===== config.mk =====
export PLATFORM = sky130hd
export DESIGN_NAME = fetch_unit_flat
export DESIGN_NICKNAME = d
export VERILOG_FILES = /design/src/rtl/fetch_unit_if.sv /design/src/rtl/fetch_unit.sv /design/src/flat_wrapper.sv
export SDC_FILE = /design/constraint.sdc
export NUM_CORES = 1
export LEC_CHECK = 0
export BUFFER_PORTS_ARGS = -buffer_cell sky130_fd_sc_hd__buf_2
export CAP_MARGIN = 10
export CORE_AREA = 5 5 67 69
export CTS_CLUSTER_DIAMETER = 30
export DETAILED_ROUTE_END_ITERATION = 7
export DIE_AREA = 0 0 72 74
export PLACE_DENSITY = 0.83
export SYNTH_ARGS = -nofsm -noshare
export SYNTH_HDL_FRONTEND = slang
export SYNTH_SLANG_ARGS = --single-unit

===== constraint.sdc =====
create_clock -name clk -period 2.82 [get_ports clk]
set_input_delay 0.423 -clock clk [delete_from_list [all_inputs] [get_ports clk]]
set_output_delay 0.423 -clock clk [all_outputs]
set_load 0.05 [all_outputs]

===== src/rtl/fetch_unit_if.sv =====
// Program-memory fetch bus: the fetch unit issues a registered address/request,
// memory answers with read data qualified by mem_valid.
interface fetch_unit_if #(
    parameter int PC_WIDTH = 8,
    parameter int DATA_W   = 16
);
    logic [PC_WIDTH-1:0] mem_addr;
    logic                mem_req;
    logic [DATA_W-1:0]   mem_rdata;
    logic                mem_valid;

    modport master (output mem_addr, output mem_req, input mem_rdata, input mem_valid);
    modport slave  (input mem_addr, input mem_req, output mem_rdata, output mem_valid);
endinterface


===== src/rtl/fetch_unit.sv =====
// PC + instruction-fetch stage: fetches one word per instruction, presents it to
// the decoder for a single EXEC cycle, then applies jump/skip to form the next PC.
module fetch_unit #(
    parameter int                           PC_WIDTH          = 8,
    parameter int                           PROGRAM_DataWidth = 16,
    parameter logic [PROGRAM_DataWidth-1:0] NOP_WORD          = '0
) (
    input  logic                         clk,
    input  logic                         reset,
    fetch_unit_if.master                 mem_bus,
    output logic [PROGRAM_DataWidth-1:0] instruction,
    output logic                         instr_valid,
    input  logic                         cnt_wr_en,
    input  logic [PC_WIDTH-1:0]          literal_adr,
    input  logic                         skip,
    input  logic                         halt,
    output logic [PC_WIDTH-1:0]          pc,
    output logic                         halted
);

    typedef enum logic [1:0] {IDLE, FETCH, EXEC, HALTED} state_t;

    state_t                         state;
    logic [PROGRAM_DataWidth-1:0]   ir;
    logic                           req;
    logic [PC_WIDTH-1:0]            addr;
    logic [PC_WIDTH-1:0]            pc_next;

    assign mem_bus.mem_req  = req;
    assign mem_bus.mem_addr = addr;

    // Decoder sees a NOP outside EXEC so it never raises a stray write enable.
    assign instruction = instr_valid ? ir : NOP_WORD;

    // Jump wins over skip; arithmetic wraps naturally at PC_WIDTH bits.
    always_comb begin
        pc_next = pc + PC_WIDTH'(1);
        if (cnt_wr_en)
            pc_next = literal_adr;
        else if (skip)
            pc_next = pc + PC_WIDTH'(2);
    end

    always_ff @(posedge clk or posedge reset) begin
        if (reset) begin
            state       <= IDLE;
            pc          <= '0;
            req         <= 1'b0;
            addr        <= '0;
            ir          <= NOP_WORD;
            instr_valid <= 1'b0;
            halted      <= 1'b0;
        end else begin
            case (state)
                IDLE: begin
                    state <= FETCH;
                    req   <= 1'b1;
                    addr  <= pc;
                end
                FETCH: begin
                    if (req && mem_bus.mem_valid) begin
                        ir          <= mem_bus.mem_rdata;
                        instr_valid <= 1'b1;
                        req         <= 1'b0;
                        addr        <= '0;
                        state       <= EXEC;
                    end
                end
                EXEC: begin
                    instr_valid <= 1'b0;
                    pc          <= pc_next;
                    if (halt) begin
                        state  <= HALTED;
                        halted <= 1'b1;
                    end else begin
                        state <= FETCH;
                        req   <= 1'b1;
                        addr  <= pc_next;
                    end
                end
                HALTED: begin
                    if (!halt) begin
                        state  <= FETCH;
                        halted <= 1'b0;
                        req    <= 1'b1;
                        addr   <= pc;
                    end
                end
                default: state <= IDLE;
            endcase
        end
    end

endmodule


===== src/flat_wrapper.sv =====
// flat-port wrapper written by rule: the top's interface ports become plain ports
module fetch_unit_flat 
#(
    parameter int                           PC_WIDTH          = 8,
    parameter int                           PROGRAM_DataWidth = 16,
    parameter logic [PROGRAM_DataWidth-1:0] NOP_WORD          = '0
)
  (clk, reset, instruction, instr_valid, cnt_wr_en, literal_adr, skip, halt, pc, halted, mem_bus_mem_addr, mem_bus_mem_req, mem_bus_mem_rdata, mem_bus_mem_valid);
  fetch_unit_if #(.PC_WIDTH(PC_WIDTH), .DATA_W((16))) mem_bus_i ();
  input  logic clk;
  input  logic reset;
  output logic [PROGRAM_DataWidth-1:0] instruction;
  output logic instr_valid;
  input  logic cnt_wr_en;
  input  logic [PC_WIDTH-1:0] literal_adr;
  input  logic skip;
  input  logic halt;
  output logic [PC_WIDTH-1:0] pc;
  output logic halted;
  output wire logic [$bits(mem_bus_i.mem_addr)-1:0] mem_bus_mem_addr;
  output wire logic [$bits(mem_bus_i.mem_req)-1:0] mem_bus_mem_req;
  input wire logic [$bits(mem_bus_i.mem_rdata)-1:0] mem_bus_mem_rdata;
  input wire logic [$bits(mem_bus_i.mem_valid)-1:0] mem_bus_mem_valid;
  assign mem_bus_mem_addr = mem_bus_i.mem_addr;
  assign mem_bus_mem_req = mem_bus_i.mem_req;
  assign mem_bus_i.mem_rdata = mem_bus_mem_rdata;
  assign mem_bus_i.mem_valid = mem_bus_mem_valid;
  fetch_unit #(.PC_WIDTH(PC_WIDTH), .PROGRAM_DataWidth(PROGRAM_DataWidth), .NOP_WORD(NOP_WORD)) u_core (.clk(clk), .reset(reset), .mem_bus(mem_bus_i), .instruction(instruction), .instr_valid(instr_valid), .cnt_wr_en(cnt_wr_en), .literal_adr(literal_adr), .skip(skip), .halt(halt), .pc(pc), .halted(halted));
endmodule

# == Word level (Yosys, flattened, before mapping) ==
# Index checks and enable logic that the tools add are counted.
# op_classes
add_sub_neg,2
mux,19
eq_ne,8
reduce_logical,11
# ops
cell,count
$mux 8,5
$pmux 8 s4,1
$mux 16,1
$add 8x1->8 const B,1
$add 8x2->8 const B,1
$ne 2x2->1 const B,4
$pmux 2 s4,1
$reduce_and 2->1,4
$mux 2,3
$reduce_and 3->1,2
$mux 1,5
$eq 2x2->1 const B,2
$pmux 1 s2,2
$reduce_bool 2->1,2
$pmux 1 s3,1
$eq 2x1->1 const B,1
$logic_not 2->1,1
$ne 2x1->1 const B,1
$reduce_or 2->1,1
$logic_and 1x1->1,1
# word_totals
wordCells,47
reg_bits,37
inputBits,30
out_inout_bits,35

# == Logic depth before layout (Yosys ltp) ==
# Gate-level depths: netlist (run 1).
# logic_depth
word_depth,5
ltp_mapped,7

# == Worst setup path after synthesis (run 1) ==
# OpenSTA, ideal clock, no wires.
# synth_path
path_kind,reg-to-reg
startpoint,reg u_core.pc[0]
endpoint,"reg u_core.addr[4], in the netlist u_core.mem_bus.mem_addr[4]"
t_arrival_ns,1.718
slack_ns,0.976
synth_period_minus_slack_ns,1.844
stages_incl_launch_ff,6
setup_ns,0.127
required_time_ns,2.693
cell_sequence,dfrtp_1 ha_1 mux2_2 a311o_1 nand4_1 a31oi_1
# synth_via
elab_chain_cells,5
word_cells_on_any_way,6
# synth_rtl
element,line,text
"start, declared",fetch_unit.sv:17,"output logic [PC_WIDTH-1:0] pc,"
"start signal, assigned",fetch_unit.sv:71,pc <= pc_next;
$add 8x1->8 or $add 8x2->8 (tied branches),"fetch_unit.sv:37, fetch_unit.sv:41",
$mux 8 *,fetch_unit.sv:40,else if (skip)
$mux 8 *,fetch_unit.sv:38,if (cnt_wr_en)
$mux 8 *,fetch_unit.sv:72,if (halt) begin
$pmux 8 s4 *,fetch_unit.sv:54,case (state)
"end signal, assigned",fetch_unit.sv:58,addr <= pc;
"end signal, assigned",fetch_unit.sv:78,addr <= pc_next;
"end signal, assigned",fetch_unit.sv:86,addr <= pc;
"end, declared",fetch_unit.sv:26,logic [PC_WIDTH-1:0] addr;
# Mark *: on every way between the ends. The rest lies on a longest branch, timed or not. The select of a mux whose other input is x is not followed.
# A chain may end at the register's enable or synchronous reset.

# == Worst setup path in the final report (run 1) ==
# layout_path
startpoint,reg u_core.state[0]
endpoint,"reg u_core.addr[2], in the netlist u_core.mem_bus.mem_addr[2]"
# layout_via
elab_chain_cells,3
word_cells_on_any_way,9
# layout_rtl
element,line,text
"start, declared",fetch_unit.sv:23,state_t state;
"start signal, assigned",fetch_unit.sv:46,state <= IDLE;
"start signal, assigned",fetch_unit.sv:56,state <= FETCH;
"start signal, assigned",fetch_unit.sv:66,state <= EXEC;
$eq 2x2->1 or $eq 2x1->1 (tied branches),fetch_unit.sv:54,
$ne 2x2->1 (no source line) or $ne 2x1->1 (tied branches),n/a,
$reduce_and 3->1 (no source line),n/a,
# Parallel ways exist; a longest one is shown, timed or not.

==> results of run 1 <==
how the worst max path moves through the flow:
stage | start | endpoint | slack [ns] | depth (start not counted)
floorplan | u_core.pc[0]$_DFFE_PP0P_ | u_core.mem_bus.mem_addr[4]$_DFFE_PP0P_ | 0.98 | 5
global placement | u_core.state[0]$_DFFE_PP0P_ | u_core.mem_bus.mem_addr[2]$_DFFE_PP0P_ | 0.84 | 6
detailed placement | u_core.state[0]$_DFFE_PP0P_ | u_core.mem_bus.mem_addr[2]$_DFFE_PP0P_ | 0.74 | 6
CTS | u_core.state[0]$_DFFE_PP0P_ | u_core.mem_bus.mem_addr[2]$_DFFE_PP0P_ | 0.74 | 6
global route | u_core.state[0]$_DFFE_PP0P_ | u_core.mem_bus.mem_addr[2]$_DFFE_PP0P_ | 0.55 | 6
finish | u_core.state[0]$_DFFE_PP0P_ | u_core.mem_bus.mem_addr[2]$_DFFE_PP0P_ | 0.71 | 6
worst min-delay path, delay by kind of cell:
family                 cells  cell delay, ns
buffers and inverters      3            0.52
logic make-up (layout without fill, tap and decap cells):
family	Yosys count	in the layout	share of synthesized area
AOI/OAI and AO/OA	47	47	0.163
and+or+nand+nor	66	66	0.176
adders and majority gates	6	6	0.0375
DFF	37	37	0.462
muxes	19	19	0.105
buffers and inverters	19	83	0.0431
xor gates and xnor gates	3	3	0.0131
cell usage in the layout (no fill, tap or decap), types with 4 or more instances in the layout:
master / instances
sky130_fd_sc_hd__a31oi_1: 6
sky130_fd_sc_hd__nor2b_1: 5
sky130_fd_sc_hd__clkbuf_8: 5
sky130_fd_sc_hd__nand4_1: 5
sky130_fd_sc_hd__nor2_1: 9
sky130_fd_sc_hd__buf_2: 64
sky130_fd_sc_hd__nand2b_1: 6
sky130_fd_sc_hd__o211ai_1: 5
sky130_fd_sc_hd__o31ai_1: 4
sky130_fd_sc_hd__and2_1: 18
sky130_fd_sc_hd__inv_1: 10
sky130_fd_sc_hd__nand2_1: 16
sky130_fd_sc_hd__mux2_2: 17
sky130_fd_sc_hd__dfrtp_1: 37
sky130_fd_sc_hd__o21ai_0: 17
sky130_fd_sc_hd__ha_1: 6
through the flow:
step / cell area (µm²) / setup WS, ns / cells
5_1_grt: 2430 / 0.546 / 311
3_5_place_dp: 2350 / 0.738 / 303
4_1_cts: 2430 / 0.735 / 311
6_report: 2430 / 0.706 / 311
3_3_place_gp: 2350 / 0.839 / 303
2_1_floorplan: 2000 / 0.976 / 197
area by class of cell:
| cell class | instances | area [µm²] | share of cell area |
|---|---|---|---|
| inverters | 10 | 37.5 | 0.0155 |
| clock buffers | 6 | 72.6 | 0.0299 |
| clock inverters | 2 | 10.0 | 0.00412 |
| repair buffers | 65 | 328 | 0.135 |
| multi-input cells | 141 | 992 | 0.409 |
| well taps | 50 | 62.6 | 0.0258 |
| flip-flops and latches | 37 | 926 | 0.381 |
flip-flops by register name, indices dropped and copies added (netlist names):
signal / flops
u_core.mem_bus.mem_req: 1
u_core.pc: 8
u_core.instr_valid: 1
u_core.state: 2
u_core.ir: 16
u_core.halted: 1
u_core.mem_bus.mem_addr: 8
layer usage:
metal  routed length [µm]  vias to the layer above
met4                   48                        0
met2                 2050                       67
met5                    0                        -
met1                 1800                      771
met3                  418                        6
li1                     -                      814
==> results.txt, run 1 <==
The met1 track demand over resource in global routing is 0.222, and the clock-pin slew on the worst setup and hold paths is 0.07 ns. Share of post-route cells with drive strength above 1: 0.360. 65 I/O pins were placed.

The final hold slack was 0.232 ns. The die is 74 µm tall. After clock tree synthesis, the flow added hold-fix buffers numbering 0.

Row generation in the floorplan step produced 23 rows. Setup violations remaining at the end of the flow were counted as 0. The effective utilization at floorplan is 0.520.

For the worst-skew pair, the clock arrives at the later sink with an insertion delay of 0.28 ns. After legalization and detailed placement, the total HPWL measured 3240 µm. Largest fanout of any net on the critical path: 16. CTS saw 37 sinks. The number of antenna diodes in the final layout is 0. The global-route usage over all layers came out at 0.177. The primary flip-flop cell chosen by synthesis mapping is sky130_fd_sc_hd__dfrtp_1. Measured along the x axis, the die boundary spans 72 µm.

The area growth from synthesis to layout is 21.2%. The total overflow left after global routing is 0. The run finished with clean final reports.

The endpoint identified for the worst register-to-register timing path is u_core.mem_bus.mem_addr[2]$_DFFE_PP0P_. The library cell used as clock root buffer is sky130_fd_sc_hd__clkbuf_8. The number of setup buffers added after CTS is 0.

Synthesis produced a netlist whose cell count is 197. The portion of the post-synthesis area used by sequential elements is 0.462, and the cell depth of the worst flop-to-flop path is 6. The slowest stage of the critical path belongs to the cell sky130_fd_sc_hd__a211oi_4. Summing over every cut layer, the via total after detailed routing is 1658. After synthesis, the most frequently instantiated cells are 37 x sky130_fd_sc_hd__dfrtp_1, 18 x sky130_fd_sc_hd__and2_1, 17 x sky130_fd_sc_hd__mux2_2, 17 x sky130_fd_sc_hd__o21ai_0, 16 x sky130_fd_sc_hd__nand2_1. Fraction of registers with async set or reset after synthesis: 1.00. The number of nets in the synthesized netlist is 233. The tools report the die footprint as 5330 µm². The synthesized design spends more area on one cell type than any other, namely sky130_fd_sc_hd__dfrtp_1.

Setup repair after global routing left no endpoint under its margin. The logs give 0 ns for the aggregate negative setup slack and 0.0581 for the met3 track demand over resource. The cell type group with the largest total delay on the critical path is compound AO/OA/AOI/OAI gates.

Initial antenna violation count: 0. Yosys instantiated no cell more often than sky130_fd_sc_hd__dfrtp_1. The first global-routing pass estimated 7390 µm of wire. In this run the cell area of the synthesized design comes to 2000 µm². Yosys attributes the largest share of cell area to sky130_fd_sc_hd__dfrtp_1 46%, sky130_fd_sc_hd__mux2_2 9.6%, sky130_fd_sc_hd__and2_1 5.6%.

The netlist uses 35 different library cells. The tools report the final design utilization as 0.630. TritonCTS built the clock tree. The run gives 0 as the post-route DRC violation count. The tools report the arrival time at the worst endpoint as 2.27 ns. Fraction of synthesized cell area taken by the top area cell type: 0.462. The logs give 0.289 for the met2 capacity usage during global routing and 2 for the deepest clock path buffer count.

Detailed-route wire length per cell: 13.9 µm. For this run, the top clock speed supported by timing is 473 MHz. The share of the clock period used by the worst path after layout is 0.750, and the first-pass detailed-route iteration total is 4. The count of H-tree levels built during CTS is 2.

STA classifies the critical path startpoint as a register. The quantity of gates resized following cts came out at 0. The number of global-route vias before repair is 1648. Walking the worst path, the cells encountered are inv_1 > ha_1 > and2_4 > a211oi_4 > mux2i_1 > o21ai_0.

The placeable core area is 3860 µm². At the end of routability-driven placement, the weighted congestion stood at 0.839. The remaining number of nets flagged by the antenna check after routing was 0; the mean post-synth cell area was 10.2 µm².

Counting flops with a built-in enable in the synthesized netlist gives 0. The worst setup path is captured at a register. Final number of max-transition violations: 0.

The type of the most critical hold path was in2async. In the final design database the tool counted 296 nets. The run gives 0 as the count of synthesis-stage warnings from yosys. The layer flagged by global routing as most heavily used is met2. The number of buffer and inverter instances along the worst setup path is 1, and the via density per instance is 5.33. The worst reg2reg path startpoint was u_core.state[0]$_DFFE_PP0P_. The number of port buffers works out to 64. The total wire length after detailed routing is 4320 µm. Worst slew margin relative to its limit: 0.547. Buffers inserted during clock tree synthesis total 5. Worst clock skew: 0.00776 ns. Setup slack on the worst reg-to-reg path comes out at 0.71 ns.

For the worst setup path, the data required time is 2.98 ns. In this design, the stage delay of the slowest critical-path cell is 0.55 ns. The worst path in the final design needs a cycle of 2.11 ns, including I/O delays and setup. The tool flagged a number of max-cap violations equal to 0. Counting the fill cells in the layout gives 346.

Entering global routing, the biggest net connects 38 pins. The count of routing violations after the opening detailed-route iteration was 73; the transition at the pin with the smallest max-transition slack was 0.677 ns. The number of hold-slack violations in the final timing report is 0. Counting flops and latches in the post-synthesis netlist gives 37.

The critical path is of the reg2reg type.
Power of run 1 is not shown: default switching activity piles up to over one toggle a cycle in this logic, so the estimate is an artifact.
==> run 2, diff against run 1 <==
--- a/config.mk
+++ b/config.mk
@@ -7,11 +7,11 @@
 export LEC_CHECK = 0
 export BUFFER_PORTS_ARGS = -buffer_cell sky130_fd_sc_hd__buf_2
 export CAP_MARGIN = 10
-export CORE_AREA = 5 5 67 69
+export CORE_AREA = 5 5 70 72
 export CTS_CLUSTER_DIAMETER = 30
 export DETAILED_ROUTE_END_ITERATION = 7
-export DIE_AREA = 0 0 72 74
-export PLACE_DENSITY = 0.83
+export DIE_AREA = 0 0 75 77
+export PLACE_DENSITY = 0.76
 export SYNTH_ARGS = -nofsm -noshare
 export SYNTH_HDL_FRONTEND = slang
 export SYNTH_SLANG_ARGS = --single-unit
==> constraint.sdc (replaced) <==
create_clock -name clk -period 2.2 [get_ports clk]
set_input_delay 0.33 -clock clk [delete_from_list [all_inputs] [get_ports clk]]
set_output_delay 0.33 -clock clk [all_outputs]
set_load 0.05 [all_outputs]
==> run 2 against run 1 <==
  * Wire length grew 1.5%
  * Critical path depth is the same
  * Non-clock buffer count grew 2
  * Global-route usage shrank 1.3 points
  * Utilization shrank 4.3 points
  * Worst hold slack lost 0.10 ns
  * Die area grew 8.4%
  * Final cell count grew 1.3%
  * Maximum frequency grew 14%
  * Highest routed layer unchanged
==> results.txt, run 2 (same netlist as run 1, synthesis figures left out) <==
Once the clock tree was built, the setup fixing pass inserted 0 buffers. The share of post-route cells with drive strength above 1 came out at 0.369. The maximum clock frequency is 537 MHz. The overall die width came out at 75 µm.

The tools report the via count as 1632. At the later pin of the worst-skew pair, clock insertion delay measures 0.29 ns. The number of buffer and inverter instances along the worst setup path works out to 1. The total congestion overflow is 0.

Routability-driven placement finished with a final weighted congestion of 0.851. Largest register by flop count: u_core.ir. The worst setup path is captured at a register. The setup slack of the most critical reg-to-reg path is 0.34 ns, and the count of H-tree levels built during CTS is 2. Across the run, the number of max-cap violations was 0. The number of hold buffers added after CTS was 0. The largest fanout of any net on the critical path is 13.

The run gives 0.00635 ns as the worst clock skew. For the number of global-route vias before repair, the log shows 1637. The logs give 0 for the post-route DRC violation count and 3250 µm for the placed wire-length estimate after detailed placement.

The register with the most flip-flops in the layout has 16 of them. The global-route wire length before repair is 7430 µm. In the final routed layout, each cell accounts on average for 13.9 µm. The tools report the deepest clock path buffer count as 2. The initial antenna violation count is 0.

Global-route usage over all layers: 0.163. The arrival time at the worst endpoint is 2.08 ns, and the number of top-level design ports is 65. The logs give 0 ns for the aggregate negative setup slack and 38 for the maximum number of pins on one net before global-route repair.

The library cell used most frequently in the layout, excluding fill and tap cells, is sky130_fd_sc_hd__buf_2. The effective utilization at floorplan was 0.473. The tools report the number of buffers inserted during clock tree synthesis as 5. TritonCTS built the clock tree.

Die footprint: 5780 µm². The worst setup path is of the reg2reg kind. The first detailed-routing pass ran for 5 iterations. The transition at the pin with the smallest max-transition slack works out to 0.521 ns. The final layout contains routed wiring with a total length of 4380 µm. The number of port buffers works out to 64. The library cell used as clock root buffer was sky130_fd_sc_hd__clkbuf_8.

The remaining number of nets flagged by the antenna check after routing was 0; the height of the die was 77 µm. Share of the clock period used by the worst path after layout: 0.846. Broken down by cell family, the worst path's largest delay share belongs to simple AND/OR/NAND/NOR gates. The flow ran to the end, and the final reports show no timing, DRC or antenna violations.

Setup violations remaining at the end of the flow were counted as 0. The number of antenna diodes in the final layout is 0. Setup repair after global routing left no endpoint under its margin. STA classifies the critical path startpoint as a register.

The count of filler cells inserted in the layout is 386. The min-delay analysis places its worst path in the category in2async. After clock tree synthesis, the repair step resized 0 gates. The clock period could shrink to 1.86 ns. For the worst setup path, the data required time is 2.41 ns.

In the layout the commonest cells are 64 x sky130_fd_sc_hd__buf_2, 37 x sky130_fd_sc_hd__dfrtp_1, 18 x sky130_fd_sc_hd__and2_1. The worst slew margin relative to its limit was 0.652. Count of clock tree sinks: 37.

Row generation in the floorplan step produced 24 rows. Traced cell by cell, the critical path runs through inv_1 > ha_1 > nor2b_1 > and2_1 > o31ai_1 > a31oi_1. For this run, the slowest stage of the critical path takes 0.46 ns.

The core region is 4230 µm². The tools report the number of hold-slack violations in the final timing report as 0. The area growth from synthesis to layout came out at 23.9%.

For the final number of max-transition violations, the log shows 0. The via density per instance is 5.18. After clock tree synthesis, the clock-pin slew on the worst setup and hold paths is 0.08 ns. The critical-path cell with the highest stage delay was sky130_fd_sc_hd__ha_1.

For this block, the initial DRC count from the detailed router was 52. Number of nets at the end of the flow: 298.
[run 2: metrics by stage]
step	utilization	hold slack, ns	setup WS (ns)	cell area [µm²]	std cells
detailed placement	0.558	0.462	0.360	2360	307
CTS	0.587	0.136	0.314	2480	315
floorplan	-	0.471	0.356	2000	197
finish	0.587	0.132	0.339	2480	315
global placement	0.558	0.463	0.442	2360	307
global route	0.587	0.167	0.125	2480	315
[run 2: routing by layer]
| layer | vias to the layer above | wire [µm] | track usage | part of all wire |
|---|---|---|---|---|
| li1 | 816 | - | - | - |
| met1 | 754 | 1920 | 0.206 | 0.44 |
| met2 | 55 | 2030 | 0.262 | 0.46 |
| met3 | 7 | 366 | 0.0523 | 0.084 |
| met4 | 0 | 61 | 0.0498 | 0.014 |
| met5 | - | 0 | 0 | 0 |
[run 2: layout make-up]
class / instances / area (µm²) / share of cell area
clock buffers: 6 / 82.6 / 0.0332
clock inverters: 2 / 37.5 / 0.0151
inverters: 10 / 37.5 / 0.0151
multi-input cells: 141 / 992 / 0.399
flip-flops and latches: 37 / 926 / 0.373
well taps: 52 / 65.1 / 0.0262
repair buffers: 67 / 343 / 0.138
[run 2: worst reg2reg max path, delay by kind of cell (launching register included)]
| kind | cells | cell delay [ns] |
|---|---|---|
| flops | 1 | 0.42 |
| simple gates | 2 | 0.59 |
| compound gates | 2 | 0.24 |
| fa+ha+maj | 1 | 0.46 |
| buf+inv | 1 | 0.07 |
[run 2: final timing paths]
check | startpoint | end | cells after the start
max in group asynchronous | reset | u_core.mem_bus.mem_addr[0]$_DFFE_PP0P_ | 3
min in group clk | mem_bus_mem_rdata[12] | u_core.ir[12]$_DFFE_PP0P_ | 2
min | reset | u_core.ir[12]$_DFFE_PP0P_ | 3
min reg2reg | u_core.ir[9]$_DFFE_PP0P_ | u_core.ir[9]$_DFFE_PP0P_ | 1
max | u_core.state[0]$_DFFE_PP0P_ | u_core.mem_bus.mem_addr[7]$_DFFE_PP0P_ | 6
max reg2reg | u_core.state[0]$_DFFE_PP0P_ | u_core.mem_bus.mem_addr[7]$_DFFE_PP0P_ | 6
Power of run 2 is left out for the same reason.
